### config.mk
export PLATFORM = sky130hd
export DESIGN_NAME = reg_file_param_flat
export DESIGN_NICKNAME = d
export VERILOG_FILES = /design/src/rtl/reg_file_pkg.sv /design/src/rtl/reg_file_param_if.sv /design/src/rtl/reg_file_clr_fsm.sv /design/src/rtl/reg_file_param.sv /design/src/flat_wrapper.sv
export SDC_FILE = /design/constraint.sdc
export NUM_CORES = 1
export LEC_CHECK = 0
export BUFFER_PORTS_ARGS = -buffer_cell sky130_fd_sc_hd__buf_2
export CORE_MARGIN = 2
export CORE_UTILIZATION = 54
export CTS_CLUSTER_DIAMETER = 40
export DETAILED_ROUTE_END_ITERATION = 12
export GPL_ROUTABILITY_DRIVEN = 0
export PLACE_DENSITY = 0.71
export SLEW_MARGIN = 20
export SYNTH_ARGS = -nofsm -noshare
export SYNTH_HDL_FRONTEND = slang
export SYNTH_SLANG_ARGS = --single-unit
### constraint.sdc
create_clock -name Clk -period 2.51 [get_ports Clk]
set_input_delay 0.3765 -clock Clk [delete_from_list [all_inputs] [get_ports Clk]]
set_output_delay 0.3765 -clock Clk [all_outputs]
set_load 0.005 [all_outputs]
### src/rtl/reg_file_pkg.sv
// Shared types and parameter-check helpers for the parametrised register file.
package reg_file_pkg;

  typedef enum logic [0:0] {
    CLR_IDLE = 1'b0,
    CLR_RUN  = 1'b1
  } clr_state_e;

  function automatic bit depth_ok(input int depth);
    return (depth >= 2) && ((depth & (depth - 1)) == 0);
  endfunction

  function automatic bit aw_ok(input int depth, input int aw);
    return aw == $clog2(depth);
  endfunction

endpackage

### src/rtl/reg_file_param_if.sv
// Decode/write-back side bundle of the register file: write port, two read
// ports, pending-write scoreboard and clear request.
interface reg_file_param_if #(
  parameter int DW = 8,
  parameter int AW = 3
);
  logic          Wen;
  logic [AW-1:0] Waddr;
  logic [DW-1:0] Wdat;
  logic [AW-1:0] RaddrA;
  logic [AW-1:0] RaddrB;
  logic [DW-1:0] RdatA;
  logic [DW-1:0] RdatB;
  logic          Pend_set;
  logic [AW-1:0] Pend_addr;
  logic          PendA;
  logic          PendB;
  logic          Clr_req;
  logic          Busy;

  modport master (
    output Wen, Waddr, Wdat, RaddrA, RaddrB, Pend_set, Pend_addr, Clr_req,
    input  RdatA, RdatB, PendA, PendB, Busy
  );

  modport slave (
    input  Wen, Waddr, Wdat, RaddrA, RaddrB, Pend_set, Pend_addr, Clr_req,
    output RdatA, RdatB, PendA, PendB, Busy
  );
endinterface

### src/rtl/reg_file_clr_fsm.sv
// Clear sequencer: walks a pointer over every entry once per accepted request,
// holding busy for exactly DEPTH cycles.
module reg_file_clr_fsm
  import reg_file_pkg::*;
#(
  parameter int DEPTH = 8,
  parameter int AW    = $clog2(DEPTH)
) (
  input  logic          clk,
  input  logic          rst_n,
  input  logic          clr_req_i,
  output logic          busy_o,
  output logic [AW-1:0] clr_idx_o
);

  clr_state_e    state_q, state_d;
  logic [AW-1:0] ptr_q, ptr_d;

  // NOTE: sequential state uses non-blocking assignments only, so every flop
  // samples its pre-edge inputs regardless of block ordering.
  always_ff @(posedge clk) begin
    if (!rst_n) begin
      state_q <= CLR_IDLE;
      ptr_q   <= '0;
    end else begin
      state_q <= state_d;
      ptr_q   <= ptr_d;
    end
  end

  // NOTE: every output of this block gets a default first; a missing branch
  // assignment would otherwise infer a latch.
  always_comb begin
    state_d = state_q;
    ptr_d   = ptr_q;
    unique case (state_q)
      CLR_IDLE: begin
        if (clr_req_i) begin
          state_d = CLR_RUN;
          ptr_d   = '0;
        end
      end
      CLR_RUN: begin
        // Pointer wraps to zero naturally since DEPTH is a power of two.
        ptr_d = ptr_q + 1'b1;
        if (ptr_q == AW'(DEPTH - 1)) begin
          state_d = CLR_IDLE;
        end
      end
      default: begin
        state_d = CLR_IDLE;
        ptr_d   = '0;
      end
    endcase
  end

  assign busy_o    = (state_q == CLR_RUN);
  assign clr_idx_o = ptr_q;

endmodule

### src/rtl/reg_file_param.sv
// Parametrised 2-read/1-write register file with optional write bypass,
// optional zero register, pending-write scoreboard and sequenced clear.
module reg_file_param
  import reg_file_pkg::*;
#(
  parameter int DW       = 8,
  parameter int DEPTH    = 8,
  parameter int AW       = $clog2(DEPTH),
  parameter bit BYPASS   = 1'b1,
  parameter bit ZERO_REG = 1'b0
) (
  input  logic              Clk,
  input  logic              Reset_n,
  reg_file_param_if.slave   bus
);

  if (!depth_ok(DEPTH) || !aw_ok(DEPTH, AW)) begin : g_bad_params
    $error("reg_file_param: DEPTH must be a power of 2 >= 2 and AW = clog2(DEPTH)");
  end

  logic [DW-1:0]    core_q [DEPTH];
  logic [DW-1:0]    core_d [DEPTH];
  logic [DEPTH-1:0] pend_q, pend_d;

  logic          busy;
  logic [AW-1:0] clr_idx;
  logic          wr_acc;
  logic          pend_acc;
  logic [DW-1:0] rdat_a, rdat_b;

  reg_file_clr_fsm #(
    .DEPTH (DEPTH),
    .AW    (AW)
  ) u_clr_fsm (
    .clk       (Clk),
    .rst_n     (Reset_n),
    .clr_req_i (bus.Clr_req),
    .busy_o    (busy),
    .clr_idx_o (clr_idx)
  );

  // Write-back and pending issue are dropped while the clear engine runs, and
  // anything aimed at the hard-wired zero entry is dropped as well.
  assign wr_acc   = bus.Wen && !busy && !(ZERO_REG && (bus.Waddr == '0));
  assign pend_acc = bus.Pend_set && !busy && !(ZERO_REG && (bus.Pend_addr == '0));

  always_comb begin
    core_d = core_q;
    pend_d = pend_q;
    if (busy) begin
      core_d[clr_idx] = '0;
      pend_d[clr_idx] = 1'b0;
    end
    if (wr_acc) begin
      core_d[bus.Waddr] = bus.Wdat;
      pend_d[bus.Waddr] = 1'b0;
    end
    // A same-cycle issue to the entry being written back wins: new load in flight.
    if (pend_acc) begin
      pend_d[bus.Pend_addr] = 1'b1;
    end
  end

  // NOTE: this array is built from flops, not a RAM macro, so resetting every
  // entry is legal and is what lets reset abort a clear half-way through.
  always_ff @(posedge Clk) begin
    if (!Reset_n) begin
      core_q <= '{default: '0};
      pend_q <= '0;
    end else begin
      core_q <= core_d;
      pend_q <= pend_d;
    end
  end

  always_comb begin
    rdat_a = core_q[bus.RaddrA];
    if (BYPASS && wr_acc && (bus.Waddr == bus.RaddrA)) begin
      rdat_a = bus.Wdat;
    end
    if (ZERO_REG && (bus.RaddrA == '0)) begin
      rdat_a = '0;
    end
  end

  always_comb begin
    rdat_b = core_q[bus.RaddrB];
    if (BYPASS && wr_acc && (bus.Waddr == bus.RaddrB)) begin
      rdat_b = bus.Wdat;
    end
    if (ZERO_REG && (bus.RaddrB == '0)) begin
      rdat_b = '0;
    end
  end

  assign bus.RdatA = rdat_a;
  assign bus.RdatB = rdat_b;
  assign bus.PendA = pend_q[bus.RaddrA] && !(ZERO_REG && (bus.RaddrA == '0));
  assign bus.PendB = pend_q[bus.RaddrB] && !(ZERO_REG && (bus.RaddrB == '0));
  assign bus.Busy  = busy;

endmodule

### src/flat_wrapper.sv
// flat-port wrapper written by rule: the top's interface ports become plain ports
module reg_file_param_flat import reg_file_pkg::*;
#(
  parameter int DW       = 8,
  parameter int DEPTH    = 8,
  parameter int AW       = $clog2(DEPTH),
  parameter bit BYPASS   = 1'b1,
  parameter bit ZERO_REG = 1'b0
)
  (Clk, Reset_n, bus_Wen, bus_Waddr, bus_Wdat, bus_RaddrA, bus_RaddrB, bus_Pend_set, bus_Pend_addr, bus_Clr_req, bus_RdatA, bus_RdatB, bus_PendA, bus_PendB, bus_Busy);
  reg_file_param_if #(.DW(DW), .AW(AW)) bus_i ();
  input  logic Clk;
  input  logic Reset_n;
  input wire logic [$bits(bus_i.Wen)-1:0] bus_Wen;
  input wire logic [$bits(bus_i.Waddr)-1:0] bus_Waddr;
  input wire logic [$bits(bus_i.Wdat)-1:0] bus_Wdat;
  input wire logic [$bits(bus_i.RaddrA)-1:0] bus_RaddrA;
  input wire logic [$bits(bus_i.RaddrB)-1:0] bus_RaddrB;
  input wire logic [$bits(bus_i.Pend_set)-1:0] bus_Pend_set;
  input wire logic [$bits(bus_i.Pend_addr)-1:0] bus_Pend_addr;
  input wire logic [$bits(bus_i.Clr_req)-1:0] bus_Clr_req;
  output wire logic [$bits(bus_i.RdatA)-1:0] bus_RdatA;
  output wire logic [$bits(bus_i.RdatB)-1:0] bus_RdatB;
  output wire logic [$bits(bus_i.PendA)-1:0] bus_PendA;
  output wire logic [$bits(bus_i.PendB)-1:0] bus_PendB;
  output wire logic [$bits(bus_i.Busy)-1:0] bus_Busy;
  assign bus_i.Wen = bus_Wen;
  assign bus_i.Waddr = bus_Waddr;
  assign bus_i.Wdat = bus_Wdat;
  assign bus_i.RaddrA = bus_RaddrA;
  assign bus_i.RaddrB = bus_RaddrB;
  assign bus_i.Pend_set = bus_Pend_set;
  assign bus_i.Pend_addr = bus_Pend_addr;
  assign bus_i.Clr_req = bus_Clr_req;
  assign bus_RdatA = bus_i.RdatA;
  assign bus_RdatB = bus_i.RdatB;
  assign bus_PendA = bus_i.PendA;
  assign bus_PendB = bus_i.PendB;
  assign bus_Busy = bus_i.Busy;
  reg_file_param #(.DW(DW), .DEPTH(DEPTH), .AW(AW), .BYPASS(BYPASS), .ZERO_REG(ZERO_REG)) u_core (.Clk(Clk), .Reset_n(Reset_n), .bus(bus_i));
endmodule
### Yosys cells after proc, flatten, opt, wreduce, memory -nomap -nowiden

Cells that the tools add are included.
W data, S select, Z words.

* register bits: 76
* input port bits: 25
* output and inout bits: 19
* logic and storage cells: 85

* $add $sub $neg: 1
* magnitude comparators: 14
* equal/unequal tests: 4
* multiplexer cells: 33
* bitwise gates (word level): 12
* reductions and logical operators: 10

Operator list (number)
* $mux W64: 2
* $mux W8: 11
* $and A64 B64 Y64: 1
* $bwmux W64: 1
* $not A64 Y64: 1
* $bmux W8 S3: 2
* $demux W8 S3: 2
* $lt A3 B4 Y1 const B: 5
* $and A8 B8 Y8: 2
* $ge A4 B4 Y1 const B: 4
* $not A3 Y4: 4
* $not A8 Y8: 2
* $demux W1 S3: 3
* $ge A3 B1 Y1 const B: 3
* $logic_and A1 B1 Y1: 9
* $lt A4 B1 Y1 const B: 2
* $or A8 B8 Y8: 1
* $mux W1: 7
* $bmux W1 S3: 2
* $eq A3 B3 Y1: 2
* $pmux W3 S2: 1
* $add A3 B1 Y3 const B: 1
* $eq A3 B3 Y1 const B: 1
* $mux W3: 1
* other kinds (4): 4

### Logic depth before layout (Yosys ltp)

* depth after elaboration: 11
* gate-level depth with buffers: 6
* mapped depth without buffers: 4

### By module

A second synthesis with hierarchy kept.

* cell total of the unflattened synthesis: 472
* area total of the unflattened synthesis: 4994.8 sq um

Modules (own cells, without submodules)
* reg_file_param: times used 1, cells an instance 456, area an instance 4804.6 sq um, sequential area each 1441.4 sq um
* reg_file_clr_fsm: times used 1, cells an instance 16, area an instance 190.2 sq um, sequential area each 80.1 sq um

### Least setup slack after synthesis

Ideal clock, no wire load.

* path kind: in2out
* start point: in bus_RaddrA[0]
* end point: out bus_RdatA[1]
* arrival: 1641 ps
* required time: 2134 ps
* slack: 493 ps
* stages: 5
* buffers on the path: 2
* cell sequence: buf_6 -> buf_12 -> mux4_2 -> mux2_2 -> mux2_4

* longest elaborated chain between the ends: 5
* elaborated cells on any way between the ends: 7
* those cells by class: eq/ne: 1; mux: 4; bitwise: 1; reduce/logical: 1

RTL lines
* start: declaration: line flat_wrapper.sv:17 `input wire logic [$bits(bus_i.RaddrA)-1:0] bus_RaddrA;`
* $not A3 Y4 (implied by the code): line reg_file_param.sv:77 `rdat_a = core_q[bus.RaddrA];`
* $bmux W8 S3: line reg_file_param.sv:77
* $mux W8 (implied by the code) (2 in series): line reg_file_param.sv:77
* $mux W8 (*): line reg_file_param.sv:78 `if (BYPASS && wr_acc && (bus.Waddr == bus.RaddrA)) begin`
* end: declaration: line flat_wrapper.sv:22 `output wire logic [$bits(bus_i.RdatA)-1:0] bus_RdatA;`

Mark *: on every way between the ends. The rest lies on a longest branch, timed or not. The select of a mux whose other input is x is not followed.

### Worst setup path in the final report

* start point: in bus_RaddrB[0]
* end point: out bus_RdatB[1]

* longest elaborated chain between the ends: 5
* elaborated cells on any way between the ends: 7
* those cells by class: eq/ne: 1; mux: 4; bitwise: 1; reduce/logical: 1

RTL lines
* start: declaration: line flat_wrapper.sv:18 `input wire logic [$bits(bus_i.RaddrB)-1:0] bus_RaddrB;`
* $not A3 Y4 (implied by the code): line reg_file_param.sv:87 `rdat_b = core_q[bus.RaddrB];`
* $bmux W8 S3: line reg_file_param.sv:87
* $mux W8 (implied by the code) (2 in series): line reg_file_param.sv:87
* $mux W8 (*): line reg_file_param.sv:88 `if (BYPASS && wr_acc && (bus.Waddr == bus.RaddrB)) begin`
* end: declaration: line flat_wrapper.sv:23 `output wire logic [$bits(bus_i.RdatB)-1:0] bus_RdatB;`

Marks and branches as above.

==> results.txt <==
- Post-cts sizing count: 0
* R2R setup slack: 580 ps
* Global-route congestion overflow total: 0
- After detailed routing, the average wire length per cell comes to 23.58 um.
* Total number of vias: 4225
* Standard-cell rows: 35
* First DRT Iteration DRCs: 269
- Cells with a size suffix above 1 make up 25.88% of the layout.
- STA classifies the critical path startpoint as an input pin.
* Final count of pins violating max slew: 0
- In the layout the commonest cells are 76 x dfxtp_1, 72 x o211ai_1, 66 x nand3_1.
* NetSw: 719.1 uW
- The Yosys step of the flow raised 0 warnings.
- Worst setup EP type: output port
* Setup repair bufs after CTS: 0
- Part of the total power dissipated in the clock network: 39.7%
- Counting distinct cell types in the post-synthesis netlist gives 36.
- Worst Setup SP: bus_RaddrB[0]
* IO Count: 44
- Across the VDD grid, the largest voltage drop is 298.7 uV.
- Wire length of the first global-routing pass: 22220 um
- For this design the static power due to leakage is 0.002008 uW.
* Design Area, Final: 5390 um2
- Sequential cells account for 46.0% of the total power.
* TritonCTS buffer count: 9
- Worst setup path class: input pin to output port
* Maximum count of clock buffers along a single path: 2
* Worst clock skew: 6.571 ps
- Setup violations remaining at the end of the flow were counted as 0.
- Delay of the slowest critical-path stage: 600 ps
* Placed Area: 5166 um2
- Worst reg2reg path endpoint: u_core.core_q[45]
- The root buffer cell chosen for the clock tree is clkbuf_8.
- The via count of the first global-routing pass is 4168.
- Area of the die: 10020 um2
- Entering global routing, the biggest net connects 77 pins.
* Worst Reg2Reg Path Length in Cells: 4
* DRT antenna net count: 0
* Worst Hold Path EP: u_core.pend_q[6]
- Final wirelength: 14010 um
* Post-Syn Instances: 476
- Clock input transition at the sequential cells of the worst setup and hold paths: 80 ps
* Arrival time at the worst endpoint: 1940 ps
- Synthesis produced a netlist with a net count of 503.
- Combinational group share of total power: 14.3%
* Vias per std cell: 7.113
* Shortest clock period the worst path allows after layout: 2321 ps
* Worst Path Max Fanout: 19
- For this run, design rule violations remaining after detail routing come to 0.
- Avg Synthesized Cell Area: 10.47 um2
- The min-delay analysis places its worst path in the category input pin to flip-flop.
* Antenna violations before repair: 0
- Critical path's slowest cell: mux4_1
- Int Pwr: 1993 uW
- TritonCTS built the clock tree.
- Critical Path Most Common Cell: buf_2
* Crit path max-delay family: multiplexers
* RSZ-0062 raised after global routing: no
* Overall routing resource usage: 29.09%
- For this design, the CTS-stage hold fixing added 0 buffers.
* H-Tree Level Count: 3
- Power spread over the standard cell area amounts to 503.1 nW/um2.
* Initial Utilization: 54.73%
* Transition time at the pin with the least slew margin: 888.8 ps
- Area growth from synthesis to layout: 8.133%
- The worst hold path begins at bus_Pend_addr[2].
- The synthesized design contains 76 register bits.
* Final total negative setup slack: 0 ps
* Most common cell after layout, fill and taps aside: dfxtp_1
- Reg-to-reg startpoint: u_core.u_clr_fsm.busy_o
* Width of the chip: 100.1 um
- Based on the critical path, the design can be clocked at up to 430.8 MHz.
- Clock Sink Count: 76
- Sequential share of the synthesized area: 30.52%
- Number of hold-slack violations in the final timing report: 0
* Worst slew margin relative to its limit: 40.75%
* Count of port buffers added during placement: 43
- Hold depth: 3
* Fraction of the cycle the final worst path needs: 92.48%
* WP buf/inv: 3
- Of the total power, the share spent switching nets is 26.52%.
- Number of max-cap violations: 0
- The wire-length estimate of the detail-placed layout is 9067 um.
* Result of the run: finished, final reports clean
* Overall die height: 100.1 um
- Critical path, cell by cell: buf_2, buf_12, mux4_1, mux2_2, mux2_4, buf_2
- Final antenna diode count: 0
- The synthesized netlist occupies a cell area of 4985 um2.
* Clock insertion delay at the later pin of the skew report: 360 ps
- Net total in the final layout: 506
* Logic depth of the worst setup path including buffers: 6
* Required time at the endpoint of the critical path: 2130 ps
* Router iterations before antenna repair: 5
* Core area: 9109 um2
[worst reg2reg max path, cell delays in order (launching register included)]
cell and delay [ps]:
dfxtp_1 320, buf_4 200, or3b_2 850, o211ai_1 320, a21boi_0 130
[layout make-up]
| class | count | area, um2 |
|---|---|---|
| flip-flops and latches | 76 | 1521 |
| fillers | 781 | 3719 |
| well taps | 111 | 138.9 |
| inverters | 1 | 3.754 |
| multi-input cells | 333 | 3137 |
| repair buffers | 58 | 365.4 |
| clock inverters | 4 | 72.57 |
| clock buffers | 11 | 151.4 |
[layer usage]
layer	global-route usage (%)	wire (um)
met1	38.29	5758
met2	48.49	6883
met3	4.387	1030
met4	11.49	333
met5	0	0
[registers in the layout (all words and copies together) (netlist names)]
register	count
u_core.core_q	64
u_core.pend_q	8
u_core.u_clr_fsm.busy_o	1
u_core.u_clr_fsm.clr_idx_o	3
[cell families (layout without fill, tap and decap cells)]
group / Yosys count / after routing / share of synthesized area, %
compound gates: 146 / 146 / 21.89
simple gates: 107 / 107 / 12.32
flops: 76 / 76 / 30.52
mux: 72 / 72 / 27.06
buf+inv: 67 / 74 / 6.652
xor+xnor: 6 / 6 / 1.054
fa+ha+maj: 2 / 2 / 0.5019
[worst max-delay path by stage]
stage	end	slack, ps
finish	bus_RdatB[1]	190
global route	bus_RdatA[1]	140
CTS	bus_RdatB[1]	180
detailed placement	bus_RdatB[1]	190
global placement	bus_RdatB[1]	190
floorplan	bus_RdatA[1]	490
[cell usage after synthesis]
master | n | area share [%]
mux4_1 | 24 | 13
or4bb_1 | 1 | 0.23
nand4_2 | 2 | 0.50
buf_12 | 2 | 0.80
mux2_2 | 22 | 5.0
buf_6 | 4 | 0.90
a21oi_1 | 2 | 0.20
and3b_1 | 2 | 0.35
ha_1 | 2 | 0.50
mux4_2 | 12 | 5.4
o211ai_1 | 72 | 11
nor2_1 | 3 | 0.23
a21boi_1 | 20 | 3.0
xnor2_1 | 6 | 1.1
mux2i_1 | 2 | 0.40
nor3b_1 | 4 | 0.60
nand4bb_1 | 2 | 0.45
nand3_1 | 66 | 6.6
nand4b_1 | 3 | 0.53
and2_1 | 1 | 0.13
or4b_2 | 1 | 0.20
nor2b_1 | 8 | 1.0
nand2_1 | 7 | 0.53
or3b_2 | 1 | 0.18
nand2b_1 | 2 | 0.25
mux2_4 | 12 | 3.6
buf_2 | 14 | 1.4
inv_1 | 1 | 0.075
dfxtp_1 | 76 | 31
a21boi_0 | 52 | 7.8
clkbuf_1 | 44 | 3.3
and2_0 | 1 | 0.13
buf_1 | 2 | 0.15
nand3b_1 | 1 | 0.15
or2_2 | 1 | 0.13
nand4_1 | 1 | 0.13
[power by group through the flow]
stage                     Clock (uW)  Sequential (uW)  Combinational (uW)
after CTS                       1080             1250                 384
after global placement             0             1270                 378
after global routing            1120             1250                 413
after detailed placement           0             1280                 383
after floorplan                    0             1270                 282
final                           1080             1250                 388
[through the flow]
stage	util, %	instances	hold WS (ps)	total power [uW]	worst slack (ps)
final	59.18	594	317.4	2712	188.7
after detailed placement	56.72	579	492.4	1658	188.7
after global routing	59.18	594	341.1	2787	138.2
after floorplan	-	476	471.0	1548	492.6
after global placement	56.72	579	478.1	1652	189.0
after CTS	59.18	594	307.6	2713	183.7
(Power assumes the default switching activity.)
